**config.mk**
```make
export PLATFORM = sky130hd
export DESIGN_NAME = axi4_lite_slave_dual
export DESIGN_NICKNAME = d
export VERILOG_FILES = /design/src/rtl/axi4_lite_slave_dual.sv
export SDC_FILE = /design/constraint.sdc
export NUM_CORES = 1
export LEC_CHECK = 0
export CORE_MARGIN = 5
export CORE_UTILIZATION = 36
export DETAILED_ROUTE_END_ITERATION = 8
export PLACE_DENSITY = 0.77
export SYNTH_ARGS = -nofsm -noshare
export SYNTH_HDL_FRONTEND = slang
export SYNTH_SLANG_ARGS = --single-unit
```
**constraint.sdc**
```tcl
create_clock -name iCLK -period 1.5 [get_ports iCLK]
set_clock_uncertainty 0.05 [all_clocks]
set_input_delay 0.15 -clock iCLK [delete_from_list [all_inputs] [get_ports iCLK]]
set_output_delay 0.15 -clock iCLK [all_outputs]
set_load 0.02 [all_outputs]
```
**src/rtl/axi4_lite_slave_dual.sv**
```systemverilog
// AXI4-Lite slave bridging to a simple req/ack backend, with independent write and read FSMs.
// Define AXI_LITE_DECERR_EN to answer DECERR locally for addresses outside [BASE_ADDR, BASE_ADDR+ADDR_SPAN).
module axi4_lite_slave_dual #(
  parameter int unsigned             ADDR_WIDTH = 32,
  parameter int unsigned             DATA_WIDTH = 32,
  parameter logic [ADDR_WIDTH-1:0]   BASE_ADDR  = '0,
  parameter longint unsigned         ADDR_SPAN  = 4096
) (
  input  logic                    iCLK,
  input  logic                    iRST,
  input  logic                    s_AWVALID,
  input  logic [ADDR_WIDTH-1:0]   s_AWADDR,
  output logic                    s_AWREADY,
  input  logic                    s_WVALID,
  input  logic [DATA_WIDTH-1:0]   s_WDATA,
  input  logic [DATA_WIDTH/8-1:0] s_WSTRB,
  output logic                    s_WREADY,
  output logic                    s_BVALID,
  output logic [1:0]              s_BRESP,
  input  logic                    s_BREADY,
  input  logic                    s_ARVALID,
  input  logic [ADDR_WIDTH-1:0]   s_ARADDR,
  output logic                    s_ARREADY,
  output logic                    s_RVALID,
  output logic [DATA_WIDTH-1:0]   s_RDATA,
  output logic [1:0]              s_RRESP,
  input  logic                    s_RREADY,
  output logic                    wr_req,
  output logic [ADDR_WIDTH-1:0]   wr_addr,
  output logic [DATA_WIDTH-1:0]   wr_data,
  output logic [DATA_WIDTH/8-1:0] wr_strb,
  input  logic                    wr_ack,
  input  logic                    wr_err,
  output logic                    rd_req,
  output logic [ADDR_WIDTH-1:0]   rd_addr,
  input  logic                    rd_ack,
  input  logic [DATA_WIDTH-1:0]   rd_data,
  input  logic                    rd_err
);
  localparam int unsigned STRB_WIDTH = DATA_WIDTH / 8;
  localparam logic [1:0] RESP_OKAY   = 2'b00;
  localparam logic [1:0] RESP_SLVERR = 2'b10;
  localparam logic [1:0] RESP_DECERR = 2'b11;

  typedef enum logic [1:0] {W_IDLE, W_BACK, W_RESP} w_state_t;
  typedef enum logic [1:0] {R_IDLE, R_BACK, R_DATA} r_state_t;

  w_state_t                w_state, w_state_n;
  logic                    aw_full, aw_full_n, w_full, w_full_n;
  logic [ADDR_WIDTH-1:0]   aw_addr_q, aw_addr_n;
  logic [DATA_WIDTH-1:0]   w_data_q, w_data_n;
  logic [STRB_WIDTH-1:0]   w_strb_q, w_strb_n;
  logic                    awready_q, awready_n, wready_q, wready_n;
  logic                    wr_req_q, wr_req_n, bvalid_q, bvalid_n;
  logic [1:0]              bresp_q, bresp_n;

  r_state_t                r_state, r_state_n;
  logic [ADDR_WIDTH-1:0]   rd_addr_q, rd_addr_n;
  logic                    arready_q, arready_n, rd_req_q, rd_req_n, rvalid_q, rvalid_n;
  logic [DATA_WIDTH-1:0]   rdata_q, rdata_n;
  logic [1:0]              rresp_q, rresp_n;

  logic                    aw_hs, w_hs, ar_hs;
  logic [ADDR_WIDTH-1:0]   aw_addr_sel;
  logic                    aw_in_win, ar_in_win;

  assign aw_hs       = s_AWVALID & awready_q;
  assign w_hs        = s_WVALID  & wready_q;
  assign ar_hs       = s_ARVALID & arready_q;
  assign aw_addr_sel = aw_hs ? s_AWADDR : aw_addr_q;

`ifdef AXI_LITE_DECERR_EN
  // One extra bit so a window touching the top of the address space does not wrap.
  localparam logic [ADDR_WIDTH:0] WIN_LO = {1'b0, BASE_ADDR};
  localparam logic [ADDR_WIDTH:0] WIN_HI = WIN_LO + (ADDR_WIDTH+1)'(ADDR_SPAN);
  assign aw_in_win = ({1'b0, aw_addr_sel} >= WIN_LO) && ({1'b0, aw_addr_sel} < WIN_HI);
  assign ar_in_win = ({1'b0, s_ARADDR} >= WIN_LO) && ({1'b0, s_ARADDR} < WIN_HI);
`else
  assign aw_in_win = 1'b1;
  assign ar_in_win = 1'b1;
`endif

  always_comb begin
    w_state_n = w_state;
    aw_full_n = aw_full;
    w_full_n  = w_full;
    aw_addr_n = aw_addr_q;
    w_data_n  = w_data_q;
    w_strb_n  = w_strb_q;
    awready_n = awready_q;
    wready_n  = wready_q;
    wr_req_n  = wr_req_q;
    bvalid_n  = bvalid_q;
    bresp_n   = bresp_q;
    case (w_state)
      W_IDLE: begin
        if (aw_hs) begin
          aw_full_n = 1'b1;
          aw_addr_n = s_AWADDR;
        end
        if (w_hs) begin
          w_full_n = 1'b1;
          w_data_n = s_WDATA;
          w_strb_n = s_WSTRB;
        end
        awready_n = ~aw_full_n;
        wready_n  = ~w_full_n;
        if (aw_full_n && w_full_n) begin
          if (aw_in_win) begin
            wr_req_n  = 1'b1;
            w_state_n = W_BACK;
          end else begin
            bvalid_n  = 1'b1;
            bresp_n   = RESP_DECERR;
            w_state_n = W_RESP;
          end
        end
      end
      W_BACK: begin
        if (wr_ack) begin
          wr_req_n  = 1'b0;
          bvalid_n  = 1'b1;
          bresp_n   = wr_err ? RESP_SLVERR : RESP_OKAY;
          w_state_n = W_RESP;
        end
      end
      W_RESP: begin
        if (s_BREADY) begin
          bvalid_n  = 1'b0;
          bresp_n   = RESP_OKAY;
          aw_full_n = 1'b0;
          w_full_n  = 1'b0;
          aw_addr_n = '0;
          w_data_n  = '0;
          w_strb_n  = '0;
          awready_n = 1'b1;
          wready_n  = 1'b1;
          w_state_n = W_IDLE;
        end
      end
      default: w_state_n = W_IDLE;
    endcase
  end

  always_comb begin
    r_state_n = r_state;
    rd_addr_n = rd_addr_q;
    arready_n = arready_q;
    rd_req_n  = rd_req_q;
    rvalid_n  = rvalid_q;
    rdata_n   = rdata_q;
    rresp_n   = rresp_q;
    case (r_state)
      R_IDLE: begin
        arready_n = 1'b1;
        if (ar_hs) begin
          arready_n = 1'b0;
          rd_addr_n = s_ARADDR;
          if (ar_in_win) begin
            rd_req_n  = 1'b1;
            r_state_n = R_BACK;
          end else begin
            rvalid_n  = 1'b1;
            rdata_n   = '0;
            rresp_n   = RESP_DECERR;
            r_state_n = R_DATA;
          end
        end
      end
      R_BACK: begin
        if (rd_ack) begin
          rd_req_n  = 1'b0;
          rvalid_n  = 1'b1;
          rdata_n   = rd_data;
          rresp_n   = rd_err ? RESP_SLVERR : RESP_OKAY;
          r_state_n = R_DATA;
        end
      end
      R_DATA: begin
        if (s_RREADY) begin
          rvalid_n  = 1'b0;
          rdata_n   = '0;
          rresp_n   = RESP_OKAY;
          arready_n = 1'b1;
          r_state_n = R_IDLE;
        end
      end
      default: r_state_n = R_IDLE;
    endcase
  end

  always_ff @(posedge iCLK or negedge iRST) begin
    if (!iRST) begin
      w_state   <= W_IDLE;
      aw_full   <= 1'b0;
      w_full    <= 1'b0;
      aw_addr_q <= '0;
      w_data_q  <= '0;
      w_strb_q  <= '0;
      awready_q <= 1'b0;
      wready_q  <= 1'b0;
      wr_req_q  <= 1'b0;
      bvalid_q  <= 1'b0;
      bresp_q   <= '0;
      r_state   <= R_IDLE;
      rd_addr_q <= '0;
      arready_q <= 1'b0;
      rd_req_q  <= 1'b0;
      rvalid_q  <= 1'b0;
      rdata_q   <= '0;
      rresp_q   <= '0;
    end else begin
      w_state   <= w_state_n;
      aw_full   <= aw_full_n;
      w_full    <= w_full_n;
      aw_addr_q <= aw_addr_n;
      w_data_q  <= w_data_n;
      w_strb_q  <= w_strb_n;
      awready_q <= awready_n;
      wready_q  <= wready_n;
      wr_req_q  <= wr_req_n;
      bvalid_q  <= bvalid_n;
      bresp_q   <= bresp_n;
      r_state   <= r_state_n;
      rd_addr_q <= rd_addr_n;
      arready_q <= arready_n;
      rd_req_q  <= rd_req_n;
      rvalid_q  <= rvalid_n;
      rdata_q   <= rdata_n;
      rresp_q   <= rresp_n;
    end
  end

  assign s_AWREADY = awready_q;
  assign s_WREADY  = wready_q;
  assign s_BVALID  = bvalid_q;
  assign s_BRESP   = bresp_q;
  assign wr_req    = wr_req_q;
  assign wr_addr   = aw_addr_q;
  assign wr_data   = w_data_q;
  assign wr_strb   = w_strb_q;
  assign s_ARREADY = arready_q;
  assign s_RVALID  = rvalid_q;
  assign s_RDATA   = rdata_q;
  assign s_RRESP   = rresp_q;
  assign rd_req    = rd_req_q;
  assign rd_addr   = rd_addr_q;
endmodule

```
# Yosys cells after proc, flatten, opt, wreduce, memory -nomap -nowiden
# Index checks and enable logic that the tools add are counted.
# W data, S select, Z words.
classes:
  n_eq_ne: 12
  muxes: 49
  bitwise_logic: 5
  n_reduce_logical: 20
op_table:
  columns: ["cell", "n"]
  rows:
  - ["$pmux W32 S2", 3]
  - ["$mux W32", 5]
  - ["$reduce_and A3 Y1", 8]
  - ["$mux W2", 10]
  - ["$pmux W1 S2", 9]
  - ["$ne A2 B2 Y1 const B", 8]
  - ["$mux W1", 15]
  - ["$pmux W2 S3", 2]
  - ["$reduce_bool A2 Y1", 6]
  - ["$mux W4", 2]
  - ["$pmux W2 S2", 2]
  - ["$pmux W4 S2", 1]
  - ["$reduce_and A2 Y1", 3]
  - ["$eq A2 B1 Y1 const B", 2]
  - ["$eq A2 B2 Y1 const B", 2]
  - ["$logic_not A2 Y1", 2]
  - ["$and A1 B1 Y1", 3]
  - ["$not A1 Y1", 2]
  - ["$logic_and A1 B1 Y1", 1]
totals:
  register_bits: 149
  in_bits: 143
  output_inout_bits: 143
  elab_cells: 104

# Logic depth before layout (Yosys ltp)
# Gate-level depths: netlist (run 1).
logic_depth:
  word_depth: 6
  ltp_mapped: 5
  mapped_depth_nobuf: 3

# Worst setup path after synthesis (run 1)
# No wires, ideal clock.
synth_timing:
  path_type: "flip-flop to flip-flop"
  startpoint: "reg arready_q (netlist: s_ARREADY)"
  endpoint: "reg rd_addr_q[10] (netlist: rd_addr[10])"
  setup_time_ps: 125
  t_arrival_ps: 1413
  required_ps: 1325
  setup_slack_ps: -88
  path_stages_with_launch: 5
  path_buffers: 1
  period_less_slack_ps: 1588
  cell_sequence: "dfrtp_1 -> nand2_1 -> nor3_4 -> buf_2 -> mux2_2"
synth_via:
  elab_chain_cells: 2
synth_rtl:
  columns: ["element", "line_no", "text"]
  rows:
  - ["from (decl)", "59", "logic arready_q, arready_n, rd_req_q, rd_req_n, rvalid_q, rvalid_n;"]
  - ["from (signal assigned)", "226", "arready_q <= arready_n;"]
  - ["$and A1 B1 Y1", "69", "assign ar_hs = s_ARVALID & arready_q;"]
  - ["$reduce_and A2 Y1 (no line)", null, null]
  - ["to (signal assigned)", "225", "rd_addr_q <= rd_addr_n;"]
  - ["to (decl)", "58", "logic [ADDR_WIDTH-1:0] rd_addr_q, rd_addr_n;"]
# No other way between the ends.
# A chain may end at the register's enable or synchronous reset.

# Worst setup path in the final report (run 1)
layout_timing:
  startpoint: "reg r_state[1]"
  endpoint: "reg rd_addr_q[27] (netlist: rd_addr[27])"
layout_via:
  elab_chain_cells: 2
layout_rtl:
  columns: ["element", "line_no", "text"]
  rows:
  - ["from (decl)", "57", "r_state_t r_state, r_state_n;"]
  - ["from (signal assigned)", "224", "r_state <= r_state_n;"]
  - ["$logic_not A2 Y1", "153", "case (r_state)"]
  - ["$reduce_and A2 Y1 (no line)", null, null]
# No other way between the ends.

==> results of run 1 <==
-- how the worst max path moves through the flow --
stage                  endpoint  slack, ns  cells past startpoint
floorplan           rd_addr[14]      -0.04                      4
detailed placement   wr_addr[0]      -0.58                      4
CTS                 wr_data[25]      -0.03                      5
global route        rd_addr[10]      -0.09                      5
finish              rd_addr[27]      -0.04                      5
global placement     wr_addr[7]      -0.53                      4
-- flip-flops by register name, indices dropped and copies added, names as in the netlist, 2 cells and up --
signal,count
rd_addr,32
s_RDATA,32
wr_addr,32
wr_data,32
wr_strb,4
r_state,2
w_state,2
-- synth_stat cells, drive strengths merged, types with 3 or more instances --
cell      n  share of area
dfrtp   147           0.68
mux2     32          0.066
a31oi     3         0.0062
clkbuf    9         0.0062
nand2     7         0.0048
o21ai     6         0.0055
a21oi     5         0.0046
a22o    101           0.16
inv       5         0.0035
buf      19          0.023
nor2      4         0.0042
-- worst register-to-register path, stage by stage, from the launching register on --
cell and delay [ns]:
dfrtp_1 0.40, buf_6 0.13, nor3_4 0.21, buf_6 0.15, clkbuf_16 0.15, mux2_2 0.33
-- kinds of logic (layout without fill, tap and decap cells) --
group / after synthesis / in the layout / share of synthesized area
flops: 147 / 147 / 0.678
compound gates: 123 / 124 / 0.192
buf+inv: 33 / 369 / 0.0327
mux: 32 / 32 / 0.0664
simple gates: 25 / 29 / 0.0298
other cells: 1 / 2 / 0.000691
-- through the flow --
step | TNS (ns) | utilization | power, W | std cells | setup WS [ns]
6_report | -0.757 | 0.650 | 0.0217 | 887 | -0.0369
5_1_grt | -5.04 | 0.650 | 0.0228 | 887 | -0.0895
4_1_cts | -0.590 | 0.634 | 0.0213 | 874 | -0.0313
3_5_place_dp | -51.67 | 0.587 | 0.0176 | 829 | -0.579
3_3_place_gp | -47.86 | 0.587 | 0.0173 | 829 | -0.525
2_1_floorplan | -0.529 | - | 0.0123 | 362 | -0.0358
-- final cells by class --
| cell class | count | share of cell area |
|---|---|---|
| timing repair buffer | 333 | 0.341 |
| inverter | 5 | 0.00197 |
| sequential | 147 | 0.386 |
| clock inverter | 13 | 0.0169 |
| clock buffer | 18 | 0.0451 |
| tap | 184 | 0.0242 |
| multi-input combinational | 187 | 0.185 |
-- power groups by stage --
stage                     clock, W  sequential [W]  combinational, W
after floorplan                  0         0.00927           0.00301
final                      0.00425         0.00702            0.0104
after CTS                  0.00434         0.00699           0.00992
after global routing       0.00450         0.00725            0.0110
after detailed placement         0         0.00705            0.0106
after global placement           0         0.00702            0.0103
-- metal layers --
layer,track usage,share of wire,up-vias
li1,-,-,2022
met1,0.231,0.39,2245
met2,0.335,0.52,198
met3,0.0710,0.074,28
met4,0.0687,0.018,0
met5,0,0,-
-- repair_timing --
item,in CTS,in global routing
hold buffers,1,0
pin swaps,6,8
gates cloned,5,6
endpoints found under the setup margin,274,135
setup buffers,8,8
hold endpoints to repair,147,0
resized for setup,173,28
==> results.sh, run 1 <==
export IMPL_final_layout_size_suffix_gt1_frac=0.191
export IMPL_hpwl_um=12000
export IMPL_drc=0
export IMPL_p_switching_w=0.00815
export IMPL_setup_viol=60
export IMPL_globalRouteTotalUtil=0.197
export IMPL_cp_max_fo=8
export IMPL_hold_class="in2async"
export IMPL_ys_flop_type="dfrtp_1"
export IMPL_pin_count=286
export IMPL_path_class="reg2reg"
export IMPL_synth_avg_cell_area_um2=15.0
export IMPL_dieHeight_um=133
export IMPL_die_w_um=133
export IMPL_clk_path_buf_depth=2
export IMPL_fin_crit_sh=1.02
export IMPL_p_comb_frac=0.480
export IMPL_vdd_ir_drop_max_uv=1090
export IMPL_cts_buffers=17
export IMPL_multi_input_area_um2=1760
export IMPL_synth_cell_types=33
export IMPL_gr_total_overflow=0
export IMPL_cp_slowest_stage_delay_ns=0.40
export IMPL_whs_ns=0.146
export IMPL_yosysWarnings=0
export IMPL_worstReg2RegEnd="rd_addr[27]"
export IMPL_synth_edf_count=0
export IMPL_cp_data_required_time_ns=1.74
export IMPL_regArea_um2=3680
export IMPL_synth_cells=361
export IMPL_p_int_w=0.0135
export IMPL_min_period_ns=1.54
export IMPL_cp_startpoint="r_state[1]"
export IMPL_wl_per_cell_um=20.4
export IMPL_maxCapViolations=0
export IMPL_drtIter0Drc=177
export IMPL_dieArea_um2=17600
export IMPL_path_clk_slew_ns=0.06
export IMPL_worst_setup_path_start_kind="register"
export IMPL_vias=4493
export IMPL_violations="negative setup slack"
export IMPL_synth_seq_area_share=0.678
export IMPL_slowest_stage="dfrtp_1"
export IMPL_crit_chain="buf_6, nor3_4, buf_6, clkbuf_16, mux2_2"
export IMPL_dpl_instance_area_um2=8590
export IMPL_path_buf_inv=3
export IMPL_drt_antenna_violating_nets=0
export IMPL_synthArstFlopShare=1.00
export IMPL_rr_worst_depth=5
export IMPL_design_area_um2=9520
export IMPL_crit_path_end_kind="register"
export IMPL_totalWireLength_um=18100
export IMPL_hold_viol=0
export IMPL_final_cell_mix="dfrtp_1, clkdlybuf4s50_1, dlygate4sd2_1"
export IMPL_start_util=0.370
export IMPL_p_leak_nw=4.69
export IMPL_antenna_found_initial=0
export IMPL_arrival_ns=1.78
export IMPL_num_rows=44
export IMPL_fp_coreArea_um2=14600
export IMPL_grt_pass1_vias=4797
export IMPL_powerDensity_nw_per_um2=2270
export IMPL_outcome="finished, violations left"
export IMPL_ys_seq_elements=147
export IMPL_portBuffers=283
export IMPL_place_gp_congestion=0.785
export IMPL_clock_sinks=147
export IMPL_seqPwrFrac=0.324
export IMPL_rsz0062_at_grt="true"
export IMPL_netlist_area_um2=5430
export IMPL_cts_root_buf="clkbuf_16"
export IMPL_pwr_share_clk=0.196
export IMPL_setup_ws_ns=-0.0369
export IMPL_ff2ff_setup_slack_ns=-0.04
export IMPL_grt_max_degree=51
export IMPL_cp_common_cell="buf_6"
export IMPL_crit_family="buffers and inverters"
export IMPL_clk_latency_ns=0.41
export IMPL_swShare=0.376
export IMPL_cts_tree="yes"
export IMPL_fillers=1111
export IMPL_first_pass_iters=4
export IMPL_area_growth_syn_to_layout_pct=75.6
export IMPL_final_nets=834
export IMPL_grt_pass1_wl_um=27400
export IMPL_drv_slew=0
export IMPL_crit_reg2reg_launch="r_state[1]"
export IMPL_final_common_cell="dfrtp_1"
export IMPL_fmax_ghz=0.651
export IMPL_ctsHtreeMaxLevel=4
export IMPL_n_antenna_cell=0
export IMPL_via_per_inst=5.07
(Power assumes the default switching activity.)
==> inputs of run 2 (changes only) <==
--- a/config.mk
+++ b/config.mk
@@ -7,6 +7,7 @@
 export LEC_CHECK = 0
 export CORE_MARGIN = 5
 export CORE_UTILIZATION = 36
+export CTS_CLUSTER_SIZE = 14
 export DETAILED_ROUTE_END_ITERATION = 8
 export PLACE_DENSITY = 0.77
 export SYNTH_ARGS = -nofsm -noshare
==> results of run 2 <==
The final DEF is identical to that of run 1; final timing and power are the same.
